### config.mk
export PLATFORM = sky130hd
export DESIGN_NAME = uart_fifo_buffer_flat
export DESIGN_NICKNAME = d
export VERILOG_FILES = /design/src/rtl/uart_fifo_buffer_if.sv /design/src/rtl/uart_fifo_buffer.sv /design/src/flat_wrapper.sv
export SDC_FILE = /design/constraint.sdc
export NUM_CORES = 1
export LEC_CHECK = 0
export ABC_CLOCK_PERIOD_IN_PS = 8200
export CAP_MARGIN = 20
export CORE_ASPECT_RATIO = 1.2
export CORE_MARGIN = 2
export CORE_UTILIZATION = 54
export CTS_CLUSTER_DIAMETER = 50
export DETAILED_ROUTE_END_ITERATION = 8
export PLACE_DENSITY = 0.68
export SKIP_CTS_REPAIR_TIMING = 1
export SLEW_MARGIN = 30
export SYNTH_ARGS = -nofsm -noshare
export SYNTH_HDL_FRONTEND = slang
export SYNTH_SLANG_ARGS = --single-unit
### constraint.sdc
create_clock -name clock -period 8.2 [get_ports clock]
set_input_delay 2.46 -clock clock [delete_from_list [all_inputs] [get_ports clock]]
set_output_delay 2.46 -clock clock [all_outputs]
set_load 0.005 [all_outputs]
### src/rtl/uart_fifo_buffer_if.sv
// ---------------------------------------------------------------------------
// uart_fifo_buffer_if
//   Serial line bundle for the UART store-and-forward buffer.
//
//   Signals:
//     rx  - UART serial data into the buffer (idle high)
//     tx  - UART serial data out of the buffer, carrying queued bytes (idle high)
//     tx2 - auxiliary serial output (echo of the synchronized rx line when enabled)
//
//   Modports:
//     master - the host/line side: drives rx, observes tx and tx2
//     slave  - the buffer itself: observes rx, drives tx and tx2
// ---------------------------------------------------------------------------
interface uart_fifo_buffer_if;
  logic rx;
  logic tx;
  logic tx2;

  modport master (output rx, input tx, input tx2);
  modport slave  (input rx, output tx, output tx2);
endinterface

### src/rtl/uart_fifo_buffer.sv
// ---------------------------------------------------------------------------
// uart_fifo_buffer
//   UART store-and-forward buffer. 8N1 bytes received on bus.rx are queued in
//   a DEPTH-entry FIFO and re-sent in arrival order on bus.tx once the line
//   has been quiet for IDLE_CLKS clocks with data queued, or as soon as the
//   FIFO fills. Reception continues while a drain is in progress.
//
//   Ports:
//     clock - system clock, rising edge
//     reset - asynchronous, active-low reset
//     bus   - serial lines (slave modport): rx in, tx out, tx2 out
//
//   Parameters:
//     CLKS_PER_BIT - system clocks per UART bit
//     DEPTH        - FIFO entries (power of two)
//     ADDR_W       - log2(DEPTH)
//     IDLE_CLKS    - quiet-line clocks that start a drain when data is queued
//
//   Build option:
//     TX2_ECHO_EN - when defined, bus.tx2 echoes the synchronized rx line one
//                   register stage later; otherwise bus.tx2 is tied high.
// ---------------------------------------------------------------------------
module uart_fifo_buffer #(
  parameter int CLKS_PER_BIT = 1250,
  parameter int DEPTH        = 16,
  parameter int ADDR_W       = 4,
  parameter int IDLE_CLKS    = 120000
) (
  input  logic              clock,
  input  logic              reset,
  uart_fifo_buffer_if.slave bus
);

  localparam int CNT_W  = $clog2(CLKS_PER_BIT + 1);
  localparam int IDLE_W = $clog2(IDLE_CLKS + 1);

  localparam logic [CNT_W-1:0]  BIT_LAST  = CNT_W'(CLKS_PER_BIT - 1);
  localparam logic [CNT_W-1:0]  HALF_LAST = CNT_W'(CLKS_PER_BIT / 2 - 1);
  localparam logic [IDLE_W-1:0] IDLE_MAX  = IDLE_W'(IDLE_CLKS);
  localparam logic [ADDR_W:0]   FULL      = (ADDR_W + 1)'(DEPTH);

  typedef enum logic [1:0] {
    ST_IDLE,
    ST_START,
    ST_DATA,
    ST_STOP
  } uart_state_e;

  // ---------------------------------------------------------------- state
  logic              rx_meta_q, rx_meta_d;
  logic              rx_sync_q, rx_sync_d;
  logic              rx_prev_q, rx_prev_d;

  uart_state_e       rx_state_q, rx_state_d;
  logic [CNT_W-1:0]  rx_cnt_q, rx_cnt_d;
  logic [2:0]        rx_bit_q, rx_bit_d;
  logic [7:0]        rx_shift_q, rx_shift_d;
  logic              rx_push;

  logic [IDLE_W-1:0] idle_cnt_q, idle_cnt_d;
  logic              drain_q, drain_d;

  logic [ADDR_W-1:0] wr_ptr_q, wr_ptr_d;
  logic [ADDR_W-1:0] rd_ptr_q, rd_ptr_d;
  logic [ADDR_W:0]   count_q, count_d;
  logic [7:0]        fifo_mem [DEPTH];
  logic              fifo_full, fifo_empty, push_ok;

  uart_state_e       tx_state_q, tx_state_d;
  logic [CNT_W-1:0]  tx_cnt_q, tx_cnt_d;
  logic [2:0]        tx_bit_q, tx_bit_d;
  logic [7:0]        tx_shift_q, tx_shift_d;
  logic              tx_q, tx_d;
  logic              tx_pop;

  assign fifo_full  = (count_q == FULL);
  assign fifo_empty = (count_q == '0);

  // ------------------------------------------------ rx synchronizer chain
  // rx_prev_q is one stage behind rx_sync_q and only serves edge detection.
  always_comb begin
    rx_meta_d = bus.rx;
    rx_sync_d = rx_meta_q;
    rx_prev_d = rx_sync_q;
  end

  // ------------------------------------------------------------ receiver
  always_comb begin
    rx_state_d = rx_state_q;
    rx_cnt_d   = rx_cnt_q;
    rx_bit_d   = rx_bit_q;
    rx_shift_d = rx_shift_q;
    rx_push    = 1'b0;
    case (rx_state_q)
      ST_IDLE: begin
        if (rx_prev_q && !rx_sync_q) begin
          rx_state_d = ST_START;
          rx_cnt_d   = '0;
        end
      end
      ST_START: begin
        // Half a bit in: a line that is high again was only a glitch.
        if (rx_cnt_q == HALF_LAST) begin
          rx_cnt_d   = '0;
          rx_bit_d   = '0;
          rx_state_d = rx_sync_q ? ST_IDLE : ST_DATA;
        end else begin
          rx_cnt_d = rx_cnt_q + CNT_W'(1);
        end
      end
      ST_DATA: begin
        if (rx_cnt_q == BIT_LAST) begin
          rx_cnt_d   = '0;
          rx_shift_d = {rx_sync_q, rx_shift_q[7:1]};
          rx_bit_d   = rx_bit_q + 3'd1;
          if (rx_bit_q == 3'd7) begin
            rx_state_d = ST_STOP;
          end
        end else begin
          rx_cnt_d = rx_cnt_q + CNT_W'(1);
        end
      end
      ST_STOP: begin
        // A low stop bit is a framing error: the byte is silently dropped.
        if (rx_cnt_q == BIT_LAST) begin
          rx_cnt_d   = '0;
          rx_push    = rx_sync_q;
          rx_state_d = ST_IDLE;
        end else begin
          rx_cnt_d = rx_cnt_q + CNT_W'(1);
        end
      end
      default: rx_state_d = ST_IDLE;
    endcase
  end

  // ------------------------------------------- quiet-line timer and drain
  always_comb begin
    idle_cnt_d = idle_cnt_q;
    if (!rx_sync_q || (rx_state_q != ST_IDLE)) begin
      idle_cnt_d = '0;
    end else if (idle_cnt_q != IDLE_MAX) begin
      idle_cnt_d = idle_cnt_q + IDLE_W'(1);
    end

    drain_d = drain_q;
    if (((idle_cnt_q == IDLE_MAX) && !fifo_empty) || fifo_full) begin
      drain_d = 1'b1;
    end else if (fifo_empty && (tx_state_q == ST_IDLE)) begin
      drain_d = 1'b0;
    end
  end

  // --------------------------------------------------------- transmitter
  always_comb begin
    tx_state_d = tx_state_q;
    tx_cnt_d   = tx_cnt_q;
    tx_bit_d   = tx_bit_q;
    tx_shift_d = tx_shift_q;
    tx_pop     = 1'b0;
    case (tx_state_q)
      ST_IDLE: begin
        if (drain_q && !fifo_empty) begin
          tx_pop     = 1'b1;
          tx_shift_d = fifo_mem[rd_ptr_q];
          tx_cnt_d   = '0;
          tx_state_d = ST_START;
        end
      end
      ST_START: begin
        if (tx_cnt_q == BIT_LAST) begin
          tx_cnt_d   = '0;
          tx_bit_d   = '0;
          tx_state_d = ST_DATA;
        end else begin
          tx_cnt_d = tx_cnt_q + CNT_W'(1);
        end
      end
      ST_DATA: begin
        if (tx_cnt_q == BIT_LAST) begin
          tx_cnt_d = '0;
          tx_bit_d = tx_bit_q + 3'd1;
          if (tx_bit_q == 3'd7) begin
            tx_state_d = ST_STOP;
          end else begin
            tx_shift_d = {1'b0, tx_shift_q[7:1]};
          end
        end else begin
          tx_cnt_d = tx_cnt_q + CNT_W'(1);
        end
      end
      ST_STOP: begin
        if (tx_cnt_q == BIT_LAST) begin
          tx_cnt_d   = '0;
          tx_state_d = ST_IDLE;
        end else begin
          tx_cnt_d = tx_cnt_q + CNT_W'(1);
        end
      end
      default: tx_state_d = ST_IDLE;
    endcase

    // Line level is registered from the next state so tx is glitch-free.
    case (tx_state_d)
      ST_START: tx_d = 1'b0;
      ST_DATA:  tx_d = tx_shift_d[0];
      default:  tx_d = 1'b1;
    endcase
  end

  // ---------------------------------------------------------------- FIFO
  // When full, a push only lands if a pop frees the slot in the same cycle.
  assign push_ok = rx_push && (!fifo_full || tx_pop);

  always_comb begin
    wr_ptr_d = wr_ptr_q;
    rd_ptr_d = rd_ptr_q;
    count_d  = count_q;
    if (push_ok) begin
      wr_ptr_d = wr_ptr_q + ADDR_W'(1);
    end
    if (tx_pop) begin
      rd_ptr_d = rd_ptr_q + ADDR_W'(1);
    end
    case ({push_ok, tx_pop})
      2'b10:   count_d = count_q + (ADDR_W + 1)'(1);
      2'b01:   count_d = count_q - (ADDR_W + 1)'(1);
      default: count_d = count_q;
    endcase
  end

  // Storage carries no reset; a reset only clears the pointers and count.
  always_ff @(posedge clock) begin
    if (push_ok) begin
      fifo_mem[wr_ptr_q] <= rx_shift_q;
    end
  end

  // ------------------------------------------------------------ registers
  always_ff @(posedge clock or negedge reset) begin
    if (!reset) begin
      rx_meta_q  <= 1'b1;
      rx_sync_q  <= 1'b1;
      rx_prev_q  <= 1'b1;
      rx_state_q <= ST_IDLE;
      rx_cnt_q   <= '0;
      rx_bit_q   <= '0;
      rx_shift_q <= '0;
      idle_cnt_q <= '0;
      drain_q    <= 1'b0;
      wr_ptr_q   <= '0;
      rd_ptr_q   <= '0;
      count_q    <= '0;
      tx_state_q <= ST_IDLE;
      tx_cnt_q   <= '0;
      tx_bit_q   <= '0;
      tx_shift_q <= '0;
      tx_q       <= 1'b1;
    end else begin
      rx_meta_q  <= rx_meta_d;
      rx_sync_q  <= rx_sync_d;
      rx_prev_q  <= rx_prev_d;
      rx_state_q <= rx_state_d;
      rx_cnt_q   <= rx_cnt_d;
      rx_bit_q   <= rx_bit_d;
      rx_shift_q <= rx_shift_d;
      idle_cnt_q <= idle_cnt_d;
      drain_q    <= drain_d;
      wr_ptr_q   <= wr_ptr_d;
      rd_ptr_q   <= rd_ptr_d;
      count_q    <= count_d;
      tx_state_q <= tx_state_d;
      tx_cnt_q   <= tx_cnt_d;
      tx_bit_q   <= tx_bit_d;
      tx_shift_q <= tx_shift_d;
      tx_q       <= tx_d;
    end
  end

  assign bus.tx = tx_q;

  // --------------------------------------------------------- tx2 output
`ifdef TX2_ECHO_EN
  logic echo_q, echo_d;

  assign echo_d = rx_sync_q;

  always_ff @(posedge clock or negedge reset) begin
    if (!reset) begin
      echo_q <= 1'b1;
    end else begin
      echo_q <= echo_d;
    end
  end

  assign bus.tx2 = echo_q;
`else
  assign bus.tx2 = 1'b1;
`endif

endmodule

### src/flat_wrapper.sv
// flat-port wrapper written by rule: the top's interface ports become plain ports
module uart_fifo_buffer_flat 
#(
  parameter int CLKS_PER_BIT = 1250,
  parameter int DEPTH        = 16,
  parameter int ADDR_W       = 4,
  parameter int IDLE_CLKS    = 120000
)
  (clock, reset, bus_rx, bus_tx, bus_tx2);
  uart_fifo_buffer_if bus_i ();
  input  logic clock;
  input  logic reset;
  input wire logic [$bits(bus_i.rx)-1:0] bus_rx;
  output wire logic [$bits(bus_i.tx)-1:0] bus_tx;
  output wire logic [$bits(bus_i.tx2)-1:0] bus_tx2;
  assign bus_i.rx = bus_rx;
  assign bus_tx = bus_i.tx;
  assign bus_tx2 = bus_i.tx2;
  uart_fifo_buffer #(.CLKS_PER_BIT(CLKS_PER_BIT), .DEPTH(DEPTH), .ADDR_W(ADDR_W), .IDLE_CLKS(IDLE_CLKS)) u_core (.clock(clock), .reset(reset), .bus(bus_i));
endmodule
Word level (Yosys, flattened, before mapping)
Memory sizes are Yosys's and may differ from the RTL's.
Cells that the tools add are included.
- bits in registers: 83
- RAM bits: 128
- output and inout bits: 2
- memories: 1
- $add $sub $neg: 9
- eq/ne operators: 27
- muxes and demuxes: 42
- reductions and logical operators: 28
- memory list (name ; depth ; width ; read ports ; clocked after Yosys merged registers in ; wr ports ; RTL line ; source):
    u_core.fifo_mem ; 16 ; 8 ; 1 ; 0 ; 1 ; uart_fifo_buffer.sv:66 ; logic [7:0] fifo_mem [DEPTH];
- operators with widths (cell ; count):
    $mux W11 ; 5
    $mux W17 ; 2
    $pmux W11 S3 ; 1
    $mux W8 ; 3
    $add A11 B1 Y11 const B ; 2
    $eq A11 B11 Y1 const B ; 2
    $mux W2 ; 11
    $pmux W11 S2 ; 1
    $add A17 B1 Y17 const B ; 1
    $eq A17 B17 Y1 const B ; 1
    $ne A17 B17 Y1 const B ; 1
    $pmux W2 S4 ; 2
    $pmux W8 S2 ; 1
    $ne A2 B1 Y1 const B ; 7
    $reduce_bool A2 Y1 ; 7
    $eq A2 B2 Y1 const B ; 6
    $mux W3 ; 4
    $pmux W3 S2 ; 2
    $eq A11 B10 Y1 const B ; 1
    $pmux W5 S2 ; 1
    $add A4 B1 Y4 const B ; 2
    $eq A2 B1 Y1 const B ; 4
    $mux W1 ; 8
    $add A3 B1 Y3 const B ; 2
    17 further kinds ; 29

Depth between registers and ports, before layout
- depth after elaboration: 9
- gate-level depth with buffers: 12
- depth with buffers taken out: 12

Least setup slack after synthesis
OpenSTA, ideal clock, no wires.
- path kind: register to output
- start: reg u_core.tx_q (netlist: u_core.bus.tx)
- end: out bus_tx
- data arrival time: 0.501 ns
- required time: 5.740 ns
- slack: 5.239 ns
- cell stages (with the launch flop): 1
- cell sequence: dfstp_2
- RTL lines (element ; RTL line ; source):
    from (decl) ; uart_fifo_buffer.sv:73 ; logic tx_q, tx_d;
    from (signal assigned) ; uart_fifo_buffer.sv:276 ; tx_q <= tx_d;
    to (decl) ; flat_wrapper.sv:14 ; output wire logic [$bits(bus_i.tx)-1:0] bus_tx;
No word-level cell between the ends.

Worst setup path after layout
- start: reg u_core.tx_q (netlist: u_core.bus.tx)
- end: out bus_tx
No word-level cell between the ends.

==> impl_metrics.toml <==
[routing]
wl_met2_mm = 9.01
highest_layer = "met4"
via_per_inst = 6.00
drt_pass1_iterations = 5
drc_errors = 0
met3_length_microns = 981
vias = 5439
wl_met1_mm = 7.94
avgRoutedWirePerCell_microns = 20.0
antenna_left = 0
wl_mm = 18.2
drt_iter0_markers = 466

[power]
p_leak_uw = 0.00351
power_density_nw_per_um2 = 221
finalPower_uw = 2290
vdd_drop_max_mv = 0.130

[sta]
drv_slew = 0
finalHoldViolCount = 0
rsz0062_at_grt = "no"
setup_tns_ns = 0
post-route-period-util = 0.482
period_needed_ns = 3.96
max-slew-margin-rel = 0.455
worst_pin_slew_ns = 0.818
fin_worst_skew_ns = 0.00813
clock.fmax_ghz = 0.253
finalSetupViolCount = 0
holdWs_ns = 0.354

[synthesis]
synth_cells = 672
synth_edf_count = 128
synth_ff_type = "edfxtp_1"
ys_types = 65
avgSynthCellArea_sq_um = 14.0
ys_warn_count = 0
synthesis.nets = 700
yosysSeqAreaShare = 0.629
async_reset_ff_frac = 0.393
synth-seq-cells = 211
syn_area_sq_um = 9430

[setup_path]
path_cells = "clkdlybuf4s50_1"
endpoint_kind = "primary output"
cp_num_buf_inv = 1
cpMaxStageDelayCell = "dfstp_2"
crit_fanout = 1
worstPathArrival_ns = 1.50
cpLargestDelayFamily = "flip-flops"
crit_type = "flop to primary output"
slowest_delay_ns = 0.51
critPathRequiredTime_ns = 5.74
cp-start-kind = "flop"

[layout]
utilization = 0.610
drive_gt1_frac = 0.140
syn_to_final_growth_pct = 9.82
antenna_cells = 0
fin_cells = 907
final_nets = 703

[floorplan]
coreArea_sq_um = 17000
dieArea_sq_um = 18500
die_y_microns = 149
num_rows = 52
ioPinCount = 5
start_util = 0.555
fp.dieW_microns = 125

[placement]
gp_congestion = 0.819
dp_cells = 867
port_buffers = 3
place_hpwl_mm = 12.1

[min_path]
hold_path_class = "flop to flop"

[status]
outcome = "completed"

[clock_tree]
clkSinkCount = 211
clockBufferDepth = 3
cts_tree = "done"
clk_pin_slew_ns = 0.06
insertion_delay_ns = 0.50
htree_num_levels = 1
cts_buffers = 22
root_buffer = "clkbuf_16"

[run]
cap_violations = 0

[global_route]
grt_pass1_vias = 5476
grt_max_degree = 62
overflow = 0
grt_util_all_layers = 0.201
grt_pass1_wl_mm = 29.6
grt_antenna_before_repair = 0
[cell usage in the layout (no fill, tap or decap), types with 11 or more instances in the layout]
master     Yosys  final
a211oi_1      12     12
and2_1        24     24
and3_1        11     11
clkbuf_16      0     23
dfrtp_1       79     77
edfxtp_1     128    128
ha_1          24     24
inv_1         24     24
mux2i_1       13     13
mux4_2        30     30
nand2_1       54     54
nand3_1       24     24
nor2_1        38     38
nor3_1        11     11
o21ai_0       30     30
xnor2_1       17     17
[flip-flops by register name, summed over array words and instances, names as in the netlist, named ones only]
register / cells
u_core.fifo_mem: 128
u_core.idle_cnt_q: 17
u_core.rx_cnt_q: 11
u_core.tx_cnt_q: 11
u_core.rx_shift_q: 8
u_core.tx_shift_q: 8
u_core.count_q: 5
u_core.rd_ptr_q: 4
u_core.wr_ptr_q: 4
u_core.rx_bit_q: 3
u_core.tx_bit_q: 3
u_core.tx_state_q: 2
u_core.bus.tx: 1
u_core.drain_q: 1
u_core.rx_meta_q: 1
u_core.rx_prev_d: 1
u_core.rx_prev_q: 1
u_core.rx_state_q: 1
[layout make-up]
class	count	area (sq um)
Fill cell	1236	6630
Sequential cell	211	5930
Multi-Input combinational cell	410	3290
Clock buffer	34	687
Tap cell	216	270
Inverter	24	90.1
Timing Repair Buffer	6	50.0
Clock inverter	6	37.5
[path summary, 6_finish.rpt]
check                           slack [ns]                                to                     startpoint  depth (start not counted)
worst min register to register        0.35        u_core.rx_prev_d$_DFF_PN1_     u_core.rx_meta_q$_DFF_PN1_                          0
worst max register to register        4.95     u_core.count_q[4]$_DFFE_PN0P_  u_core.count_q[0]$_DFFE_PN0P_                         10
max in group asynchronous             5.20    u_core.rd_ptr_q[0]$_DFFE_PN0P_                          reset                          2
worst min-delay path                  0.35        u_core.rx_prev_d$_DFF_PN1_     u_core.rx_meta_q$_DFF_PN1_                          0
min in group asynchronous             1.85  u_core.tx_shift_q[5]$_DFFE_PN0P_                          reset                          1
worst max-delay path                  4.24                            bus_tx        u_core.bus.tx$_DFF_PN1_                          1
[kinds of logic after synthesis]
logic type      count (synthesis)  synth area share
other cells                     1          0.000398
xor+xnor                       27            0.0251
fa+ha+maj                      25            0.0340
simple gates                  201             0.110
flops                         211             0.629
compound gates                102            0.0792
mux                            54            0.0986
buf+inv                        51            0.0238
[stage by stage]
step | instance area (sq um) | worst slack, ns
final | 10400 | 4.24
after floorplan | 9430 | 5.24
after CTS | 10300 | 4.23
after global routing | 10400 | 4.21
after global placement | 9620 | 4.66
after detailed placement | 9620 | 4.57
[where the power goes]
group,total (uW),leakage [uW],internal [uW],switching (uW)
clock network,971,0.000363,578,393
logic,172,0.00113,56.1,116
registers,1150,0.00202,1130,14.7
[per-layer routing]
metal	track usage	vias up
met5	0	-
met4	0.0433	0
li1	-	2548
met3	0.0312	23
met2	0.342	125
met1	0.279	2743
[synthesized netlist by cell type (all sizes together) (3+ instances only)]
library cell | count | area [sq um]
nor4 | 4 | 25.0
and2 | 24 | 150
a211oi | 12 | 90.1
o31ai | 6 | 82.6
nor4b | 3 | 32.5
inv | 24 | 90.1
a22o | 4 | 35.0
nor2b | 3 | 18.8
nand4 | 7 | 43.8
o311ai | 4 | 42.6
or4 | 4 | 33.8
a21oi | 11 | 58.8
nand2b | 3 | 18.8
nor3 | 12 | 65.1
ha | 24 | 300
nand4b | 4 | 35.0
o21ai | 32 | 175
dfstp | 4 | 105
edfxtp | 128 | 3840
mux4 | 30 | 676
a221o | 6 | 60.1
a21o | 3 | 22.5
xnor2 | 17 | 149
a31oi | 4 | 25.0
mux2 | 11 | 124
dfrtp | 79 | 1980
nor2 | 38 | 143
mux2i | 13 | 130
nand2 | 54 | 203
and3 | 11 | 68.8
o211ai | 6 | 45.0
clkbuf | 14 | 52.6
buf | 13 | 81.3
xor2 | 10 | 87.6
nand3 | 24 | 120
Power figures use the tool's default switching activity.
==> RTL change, RTL diff (same flow settings) <==
Build with the macro `TX2_ECHO_EN` defined.
--- a/src/rtl/uart_fifo_buffer.sv
+++ b/src/rtl/uart_fifo_buffer.sv
@@ -20,6 +20,8 @@
 //     TX2_ECHO_EN - when defined, bus.tx2 echoes the synchronized rx line one
 //                   register stage later; otherwise bus.tx2 is tied high.
 // ---------------------------------------------------------------------------
+`define TX2_ECHO_EN
+
 module uart_fifo_buffer #(
   parameter int CLKS_PER_BIT = 1250,
   parameter int DEPTH        = 16,
Formal check against the unedited RTL: not equivalent (Yosys sat finds a counterexample within 4 cycles, from zero or initial values and one cycle with reset low).
==> RTL change against the unedited design <==
  * Clock power rose by 9%
  * Final area is 1.0% higher
  * Worst setup slack lost 26 ps
  * Sequential cell count stayed put
  * Power rose by 3.6%
  * Area after synthesis is 0.44% lower
  * Wire length shrank 0.85%
==> RTL change: results (changes against the unedited design) <==
- Routability congestion estimate from global placement: 0.8423 (was 0.8193)
- CP max stage delay: 530 ps (was 510 ps)
- Skew final: 20.66 ps (was 8.134 ps)
- Adder-Cell Fraction of Synth Area: 3.412% (was 3.397%)
- Unique cell type count in the Yosys netlist: 66 (was 65)
- Final WS setup: 4218 ps (was 4244 ps)
- All-Layer GR Usage: 19.94% (was 20.09%)
- DR vias/cell: 6.071 (was 5.997)
- Worst Hold Depth: 0 (unchanged)
- FF-to-FF path depth: 9 (was 10)
- R2R Setup Slk: 4580 ps (was 4950 ps)
- Vias: 5,494 (was 5,439)
- Mean Syn Cell Area: 14.20 um2 (was 14.03 um2)
- Int Pwr: 0.001830 W (was 0.001765 W)
- Initial DRC Count: 423 (was 466)
- Slew at the pin closest to its max-slew limit: 990.1 ps (was 817.9 ps)
- Synth Area in Compound Gates: 8.518% (was 7.923%)
- CP Max Fanout: 2 (was 1)
- Vias in the first global route: 5,741 (was 5,476)
- Logic pwr share: 7.2% (was 7.5%)
- Total clock buffers created by CTS: 23 (was 22)
- Worst hold endpoint: u_core.echo_d (was u_core.rx_prev_d)
- Pin count of the biggest net entering global routing: 56 (was 62)
- Final nets: 701 (was 703)
- Clk buf depth: 3 (unchanged)
- Filler Cell Count: 1,272 (was 1,236)
- HPWL after DPL: 11,600 um (was 12,100 um)
- Post-synthesis sequential area ratio: 63.13% (was 62.85%)
- Clock Power Share: 44.6% (was 42.4%)
- Inst Count DP: 864 (was 867)
- I/O Buffers: 4 (was 3)
- Detailed Routing Iterations Pass 1: 4 (was 5)
- Biggest regs: u_core.fifo_mem (128), u_core.idle_cnt_q (17) (unchanged)
- Max IR drop VDD: 0.0001591 V (was 0.0001300 V)
- Synth cell count leaders: 128 x edfxtp_1, 79 x dfrtp_1, 47 x nand2_1, 40 x nor2_1, 33 x mux4_2 (was 128 x edfxtp_1, 79 x dfrtp_1, 54 x nand2_1, 38 x nor2_1)
- Data arrival, critical path: 1520 ps (was 1500 ps)
- Mux contribution to synthesized area: 10.06% (was 9.861%)
- Leak pwr: 3.489 nW (was 3.513 nW)
- WL per Instance: 19.91 um (was 20.04 um)
- Top cells by area, synth: edfxtp_1 41%, dfrtp_1 21%, mux4_2 7.9% (was edfxtp_1 41%, dfrtp_1 21%, mux4_2 7.2%)
- Outcome: complete, no violations (unchanged)
- Fraction of layout cells with a size suffix above 1: 15.53% (was 14.04%)
- First-pass GRT wire length: 29,480 um (was 29,610 um)
- FF-to-FF Start: u_core.tx_state_q[0] (was u_core.count_q[0])
- Post-synthesis xor/xnor area fraction: 2.333% (was 2.508%)
- Syn Nets: 689 (was 700)
## RTL change: changes by cell type after synthesis, sizes merged, moves of 5 or more
cell / change
nor4: +5
nor2b: +5
o211ai: -6
nand2: -7
inv: -5
xnor2: -5
and2: -19
a21oi: +7
buf: -5
and3: -7
a22o: +5
## RTL change: cell families after synthesis
| kind of cell | after synthesis |
|---|---|
| XOR/XNOR | 25 |
| AO/OA/AOI/OAI | 114 |
| AND/OR/NAND/NOR | 189 |
| adder cells (fa/ha/maj) | 25 |
| multiplexers | 52 |
| buffers and inverters | 45 |
| flip-flops | 211 |
## RTL change: worst max path at each step
stage / start / to / cells after the start
after floorplan: u_core.tx_state_q[1] / u_core.count_q[4] / 10
after global placement: reset / u_core.rx_shift_q[3] / 2
after detailed placement: u_core.tx_state_q[0] / u_core.count_q[4] / 9
after CTS: u_core.rx_prev_q / bus_tx2 / 1
after global routing: u_core.rx_prev_q / bus_tx2 / 1
final: u_core.rx_prev_q / bus_tx2 / 1
## RTL change: metrics by stage
step                hold slack, ps  area (um2)
floorplan                    345.2        9387
global placement             346.4        9654
detailed placement           349.0        9671
CTS                          357.7       10450
global route                 358.6       10460
finish                       356.1       10460
## RTL change: layout make-up
type	instances	area share (%)
inverters	19	0.6819
clock buffers	27	5.647
well taps	216	2.584
repair buffers	13	1.005
clock inverters	14	1.794
multi-input cells	405	31.61
flip-flops and latches	211	56.68
## RTL change: routing by layer
metal | vias up | GRT usage, % | wire length (um)
met2 | 87 | 35.33 | 9214
met5 | - | 0 | 0
met3 | 34 | 3.058 | 695
met4 | 0 | 5.730 | 399
li1 | 2563 | - | -
met1 | 2810 | 25.77 | 7711
